## config.mk

```make
export PLATFORM = sky130hd
export DESIGN_NAME = alu
export DESIGN_NICKNAME = d
export VERILOG_FILES = /design/src/rtl/alu_pkg.sv /design/src/rtl/alu_div.sv /design/src/rtl/alu.sv
export SDC_FILE = /design/constraint.sdc
export NUM_CORES = 1
export LEC_CHECK = 0
export ABC_AREA = 1
export BUFFER_PORTS_ARGS = -buffer_cell sky130_fd_sc_hd__buf_2
export CORE_UTILIZATION = 42
export DETAILED_ROUTE_END_ITERATION = 8
export GPL_TIMING_DRIVEN = 0
export PLACE_DENSITY = 0.59
export SYNTH_ARGS = -nofsm -noshare
export SYNTH_HDL_FRONTEND = slang
export SYNTH_SLANG_ARGS = --single-unit
```

## constraint.sdc

```tcl
create_clock -name clock -period 0.8 [get_ports clock]
set_input_delay 0.16 -clock clock [delete_from_list [all_inputs] [get_ports clock]]
set_output_delay 0.16 -clock clock [all_outputs]
set_load 0.02 [all_outputs]
```

## src/rtl/alu_pkg.sv

```systemverilog
// Shared ALU constants: default data width and alu_op encodings.
// Imported by alu and alu_div.
package alu_pkg;

  localparam int ALU_WIDTH = 16;

  localparam logic [2:0] ALU_ADD  = 3'd0;
  localparam logic [2:0] ALU_SUB  = 3'd1;
  localparam logic [2:0] ALU_MUL  = 3'd2;
  localparam logic [2:0] ALU_DIV  = 3'd3;
  localparam logic [2:0] ALU_AND  = 3'd4;
  localparam logic [2:0] ALU_OR   = 3'd5;
  localparam logic [2:0] ALU_XOR  = 3'd6;
  localparam logic [2:0] ALU_PASS = 3'd7;

endpackage

```

## src/rtl/alu_div.sv

```systemverilog
// Unsigned restoring divider, WIDTH combinational stages, zero latency.
// No backpressure: purely combinational, quotient forced to all-ones on divide by zero.
module alu_div
  import alu_pkg::*;
#(
  parameter int WIDTH = ALU_WIDTH
) (
  input  logic [WIDTH-1:0] dividend,
  input  logic [WIDTH-1:0] divisor,
  output logic [WIDTH-1:0] quotient,
  output logic             div_by_zero
);

  logic [WIDTH:0]   rem;
  logic [WIDTH-1:0] quo;

  // Each stage shifts in one dividend bit and subtracts the divisor when it fits.
  always_comb begin
    rem = '0;
    quo = '0;
    for (int i = WIDTH - 1; i >= 0; i--) begin
      rem = {rem[WIDTH-1:0], dividend[i]};
      if (rem >= {1'b0, divisor}) begin
        rem    = rem - {1'b0, divisor};
        quo[i] = 1'b1;
      end
    end
  end

  assign div_by_zero = (divisor == '0);
  assign quotient    = div_by_zero ? '1 : quo;

endmodule

```

## src/rtl/alu.sv

```systemverilog
// Eight-function unsigned ALU; result registered with exactly one cycle latency.
// No backpressure: new operands accepted every cycle, async active-low reset clears the output.
module alu
  import alu_pkg::*;
#(
  parameter int WIDTH = ALU_WIDTH
) (
  input  logic             clock,
  input  logic             reset_n,
  input  logic [WIDTH-1:0] in1,
  input  logic [WIDTH-1:0] in2,
  input  logic [2:0]       alu_op,
  output logic [WIDTH-1:0] alu_out
);

  logic [WIDTH-1:0] div_quotient;
  logic             div_by_zero;
  logic [WIDTH-1:0] alu_out_d;
  logic [WIDTH-1:0] alu_out_q;

  alu_div #(.WIDTH(WIDTH)) u_div (
    .dividend    (in1),
    .divisor     (in2),
    .quotient    (div_quotient),
    .div_by_zero (div_by_zero)
  );

  // Default keeps the output defined if alu_op carries X/Z.
  always_comb begin
    alu_out_d = '0;
    case (alu_op)
      ALU_ADD:  alu_out_d = in1 + in2;
      ALU_SUB:  alu_out_d = in1 - in2;
      ALU_MUL:  alu_out_d = in1 * in2;
      ALU_DIV:  alu_out_d = div_by_zero ? '1 : div_quotient;
      ALU_AND:  alu_out_d = in1 & in2;
      ALU_OR:   alu_out_d = in1 | in2;
      ALU_XOR:  alu_out_d = in1 ^ in2;
      ALU_PASS: alu_out_d = in1;
      default:  alu_out_d = '0;
    endcase
  end

  always_ff @(posedge clock or negedge reset_n) begin
    if (!reset_n) alu_out_q <= '0;
    else          alu_out_q <= alu_out_d;
  end

  assign alu_out = alu_out_q;

endmodule

```

==> impl_metrics.env, run 1 <==
export IMPL_status="complete, but fails checks"
export IMPL_violations="setup timing"
export IMPL_synth_compound_area_share_pct=18.8
export IMPL_startpoint_type="primary input"
export IMPL_place_gp_congestion=0.970
export IMPL_setup_viol=32
export IMPL_initial_utilization_pct=42.7
export IMPL_viasPerCell=5.53
export IMPL_dp_cells=3590
export IMPL_antenna_found_initial=1
export IMPL_crit_slowest_cell="a221o_1"
export IMPL_netlist_top_cells_area="ha_1, nand2_1, fa_1"
export IMPL_drc=0
export IMPL_first_iter_violations=1721
export IMPL_path_class="primary input to register"
export IMPL_synth_top_family_by_area="adder cells"
export IMPL_synthMuxAreaShare_pct=0
export IMPL_utilization_pct=64.2
export IMPL_first_global_vias=22991
export IMPL_diodes=0
export IMPL_grt_setup_unrepaired="true"
export IMPL_dp_hpwl_mm=52.7
export IMPL_synth_area_leader_cell="ha_1"
export IMPL_syn_inst=2938
export IMPL_grt_max_degree=25
export IMPL_firstDrtPassIters=7
export IMPL_root_buffer="clkbuf_16"
export IMPL_clockBufferDepth=2
export IMPL_worstMarginPinSlew_ns=1.23
export IMPL_cts_tree="yes"
export IMPL_synth_edf_count=0
export IMPL_slew_headroom_pct=17.4
export IMPL_dieArea_um2=47000
export IMPL_avgSynthCellArea_um2=6.60
export IMPL_synth_ff_type="dfrtp_1"
export IMPL_num_rows=78
export IMPL_portBuffers=52
export IMPL_synth_simple_area_share_pct=24.3
export IMPL_finalNetCount=4124
export IMPL_min_delay_start="in1[15]"
export IMPL_ant_nets=0
export IMPL_io_pins=53
export IMPL_grt_pass1_wl_mm=122
export IMPL_async_reset_ff_share_pct=100
export IMPL_synth_xor_area_share_pct=10.9
export IMPL_areaGrowthSynthToFinish_pct=50.4
export IMPL_track_usage_pct=32.6
export IMPL_synth_adder_area_share_pct=32.5
export IMPL_fin_hold_ws_ns=0.287
export IMPL_avgRoutedWirePerCell_um=19.3
export IMPL_worst_slack_ns=-35.55
export IMPL_drive_above_1_share_pct=35.6
export IMPL_synth_top_area_share_pct=22.7
export IMPL_syn_cell_area_um2=19400
export IMPL_cts_made_buffers=3
export IMPL_post_route_period_util_pct=4540
export IMPL_slew_violations=0
export IMPL_final_cells=4239
export IMPL_wl_mm=81.7
export IMPL_path_common_cell="buf_4"
export IMPL_ys_ff_latch=16
export IMPL_synth_fp_nets=3422
export IMPL_yosys_cell_count_top_type="nand2_1"
export IMPL_cts_sinks=16
export IMPL_min_path_cells=3
export IMPL_die_h_um=217
export IMPL_yosys_warnings=0
export IMPL_ys_types=63
export IMPL_arrival_ns=36.45
export IMPL_setup_worst_path_end_class="register"
export IMPL_largest_reg_flops=16
export IMPL_htreeDepth=1
export IMPL_vias=23434
export IMPL_min_path_type="primary input to register"
export IMPL_fin_crit_ns=36.35
export IMPL_pre_cts_ws_ns=-41.24
export IMPL_yosysSeqAreaShare_pct=2.06
export IMPL_required_ns=0.90
export IMPL_cap_violations=0
export IMPL_min_to="alu_out[15]$_DFF_PN0_"
export IMPL_clkTransAtPathRegs_ns=0.05
export IMPL_fmax_ghz=0.0275
export IMPL_synth_top_cells_by_count="nand2_1, inv_1, ha_1, a21oi_1, o21ai_0"
export IMPL_core_area_um2=45500
export IMPL_die_w_um=217
export IMPL_hold_viol_final=0
export IMPL_critPathMaxFanout=8
export IMPL_overflow=0
export IMPL_max_stage_delay_ns=0.36
[cell type report]
class                           instances  area (µm²)
Buffer                                 63         744
Inverter                              493        2010
Tap cell                              600         751
Clock buffer                            4        88.8
Timing Repair Buffer                  696        5630
Multi-Input combinational cell       2367       19500
Fill cell                            3864       16300
Sequential cell                        16         407
[cell families (layout without fill, tap and decap cells)]
logic type / after synthesis / after routing
buf+inv: 556 / 1256
xor+xnor: 242 / 242
fa+ha+maj: 447 / 447
flops: 16 / 16
simple gates: 1054 / 1055
compound gates: 623 / 623
[layer usage]
metal | global-route usage (%) | up-vias | routed length, µm | part of all wire (%)
li1 | - | 11124 | - | -
met1 | 40.1 | 11081 | 33000 | 40
met2 | 56.5 | 944 | 38700 | 47
met3 | 4.36 | 285 | 5450 | 6.7
met4 | 14.2 | 0 | 4480 | 5.5
met5 | 0 | - | 0 | 0
[what timing repair did]
item / in CTS / in global routing
endpoints found under the hold margin: 16 / 0
gates resized for setup: 381 / 381
endpoints found under the setup margin: 32 / 32
hold buffers: 1 / 0
gates cloned: 8 / 0
pin swaps: 235 / 299
setup buffers: 516 / 125
[metrics by stage]
step / setup TNS [ns] / cell area, µm²
after floorplan: -261.44 / 19900
after global placement: -323.87 / 20900
after detailed placement: -329.61 / 20900
after CTS: -266.33 / 26700
after global routing: -289.94 / 29200
final: -276.33 / 29200
[cell usage in the layout, fill, tap and decap left out, types with 48 or more instances in the layout]
cell type  Yosys  routed
nand2_1      682     599
buf_4          7     592
inv_1        475     421
ha_1         352     268
a21oi_1      220     159
xor2_1       155     154
nand3_1      113     101
fa_1          95      95
o21ai_0      175      93
nor2_1       109      91
xnor2_1       87      83
buf_6         11      76
ha_4           0      75
o21ai_1       58      74
nand2_2       11      69
a21oi_2        1      51
o21ai_2       17      48
[worst max-delay path by stage]
stage / from / to / slack, ns / depth (start not counted)
2_1_floorplan: in2[1] / alu_out[0]$_DFF_PN0_ / -33.84 / 286
3_3_place_gp: in2[1] / alu_out[0]$_DFF_PN0_ / -40.48 / 279
3_5_place_dp: in2[1] / alu_out[0]$_DFF_PN0_ / -41.24 / 282
4_1_cts: in2[1] / alu_out[0]$_DFF_PN0_ / -34.22 / 286
5_1_grt: in2[1] / alu_out[0]$_DFF_PN0_ / -37.23 / 293
6_report: in2[1] / alu_out[0]$_DFF_PN0_ / -35.55 / 294
[critical path, delay by kind of cell]
kind / cells / cell delay, ns
and+or+nand+nor: 70 / 6.73
buffers and inverters: 117 / 13.10
AOI/OAI and AO/OA: 94 / 12.75
xor gates and xnor gates: 1 / 0.17
adders and majority gates: 12 / 3.36
Power of run 1 is left out: the tool's default activity adds up to more than one toggle a clock period on the data nets, which glitch-free logic cannot reach.
==> run 2: changes to the inputs <==
--- a/config.mk
+++ b/config.mk
@@ -6,10 +6,13 @@
 export NUM_CORES = 1
 export LEC_CHECK = 0
 export ABC_AREA = 1
+export ABC_CLOCK_PERIOD_IN_PS = 800
 export BUFFER_PORTS_ARGS = -buffer_cell sky130_fd_sc_hd__buf_2
 export CORE_UTILIZATION = 42
 export DETAILED_ROUTE_END_ITERATION = 8
 export GPL_TIMING_DRIVEN = 0
+export HOLD_SLACK_MARGIN = 0.03
+export MAX_ROUTING_LAYER = met4
 export PLACE_DENSITY = 0.59
 export SYNTH_ARGS = -nofsm -noshare
 export SYNTH_HDL_FRONTEND = slang
==> impl_metrics.env, run 2 (same netlist as run 1, synthesis figures left out) <==
export IMPL_slew_violations=0
export IMPL_core_area_um2=45500
export IMPL_critPathBufInv=132
export IMPL_post_route_period_util_pct=4540
export IMPL_cts_sinks=16
export IMPL_track_usage_pct=33.6
export IMPL_wl_mm=81.8
export IMPL_root_buffer="clkbuf_16"
export IMPL_cap_violations=0
export IMPL_cts_tree="yes"
export IMPL_io_pins=53
export IMPL_grt_pass1_wl_mm=122
export IMPL_max_stage_delay_ns=0.37
export IMPL_mostFrequentLayoutCells="nand2_1, buf_4, inv_1, ha_1, a21oi_1"
export IMPL_dieArea_um2=47000
export IMPL_place_gp_congestion=0.980
export IMPL_htreeDepth=1
export IMPL_antenna_found_initial=0
export IMPL_fin_crit_ns=36.36
export IMPL_arrival_ns=36.53
export IMPL_vias=23530
export IMPL_path_delay_family="buffers and inverters"
export IMPL_fmax_ghz=0.0275
export IMPL_drive_above_1_share_pct=34.9
export IMPL_grt_max_degree=25
export IMPL_ant_nets=0
export IMPL_worst_slack_ns=-35.56
export IMPL_hold_viol_final=0
export IMPL_areaGrowthSynthToFinish_pct=49.2
export IMPL_finalNetCount=4125
export IMPL_firstDrtPassIters=5
export IMPL_required_ns=0.97
export IMPL_num_rows=78
export IMPL_worstMarginPinSlew_ns=1.24
export IMPL_clockBufferDepth=2
export IMPL_dp_hpwl_mm=52.8
export IMPL_clkTransAtPathRegs_ns=0.07
export IMPL_path_class="primary input to register"
export IMPL_critPathMaxFanout=7
export IMPL_diodes=0
export IMPL_status="complete, but fails checks"
export IMPL_grt_setup_unrepaired="true"
export IMPL_die_w_um=217
export IMPL_slew_headroom_pct=16.6
export IMPL_violations="setup timing"
export IMPL_path_common_cell="buf_4"
export IMPL_final_common_cell="nand2_1"
export IMPL_startpoint_type="primary input"
export IMPL_avgRoutedWirePerCell_um=19.3
export IMPL_min_path_type="primary input to register"
export IMPL_first_iter_violations=1604
export IMPL_first_global_vias=23262
export IMPL_cts_made_buffers=3
export IMPL_die_h_um=217
export IMPL_overflow=0
export IMPL_setup_worst_path_end_class="register"
export IMPL_largest_reg_flops=16
export IMPL_crit_slowest_cell="ha_1"
export IMPL_drc=0
export IMPL_portBuffers=52
export IMPL_fin_hold_ws_ns=0.263
export IMPL_initial_utilization_pct=42.7
export IMPL_setup_viol=32
export IMPL_finalSetupTns_ns=-277.82
export IMPL_viasPerCell=5.55
-- run 2: changes by cell type in the layout (fill, tap and decap cells not counted), moves of 4 or more --
cell     delta
buf_6      -24
buf_8       +7
ha_1        +9
buf_4      +17
ha_2        -5
o21ai_4     -6
nand2_4     -5
o21ai_2    +11
nor2_4      +4
ha_4        -4
nand2_2    -14
nand2_1    +19
o21ai_1     -8
nand3_2     +5
-- run 2: cell type report --
cell class              instances  area (µm²)
repair buffers                696        5560
fillers                      3878       16500
well taps                     600         751
multi-input cells            2367       19400
plain buffers                  63         751
repair inverters                1        8.76
flip-flops and latches         16         403
inverters                     493        2010
clock buffers                   4        88.8
-- run 2: metal layers --
metal	global-route usage (%)	vias up	wire [µm]
li1	-	11118	-
met1	40.5	11117	33400
met2	56.1	982	38000
met3	3.70	313	5610
met4	15.6	0	4730
met5	-	-	0
-- run 2: timing repair --
item,in CTS,in global routing
setup endpoints to repair,32,32
hold endpoints to repair,16,0
cloned,9,0
gates resized for setup,363,348
buffers inserted,530,112
hold buffers,1,0
pin swaps,248,281
-- run 2: through the flow --
step,cells,utilization [%],worst slack (ns),cell area (µm²)
CTS,4133,58.7,-34.36,26700
detailed placement,3590,46.0,-41.45,20900
global route,4240,63.6,-37.16,28900
finish,4240,63.6,-35.56,28900
floorplan,2938,-,-33.84,19900
global placement,3590,46.0,-40.58,20900
-- run 2: final timing paths --
check                                   endpoint     from  slack, ns  cells past startpoint
worst max-delay path        alu_out[0]$_DFF_PN0_   in2[1]     -35.56                    288
worst min-delay path       alu_out[15]$_DFF_PN0_  in1[15]       0.26                      3
max in group asynchronous  alu_out[11]$_DFF_PN0_  reset_n       0.10                      2
min in group asynchronous  alu_out[15]$_DFF_PN0_  reset_n       0.37                      2
-- run 2: tightest hold or removal path: stages --
cell and delay [ns]:
buf_12 0.10, a221oi_1 0.09, o2111ai_2 0.12
Power of run 2 is left out for the same reason.
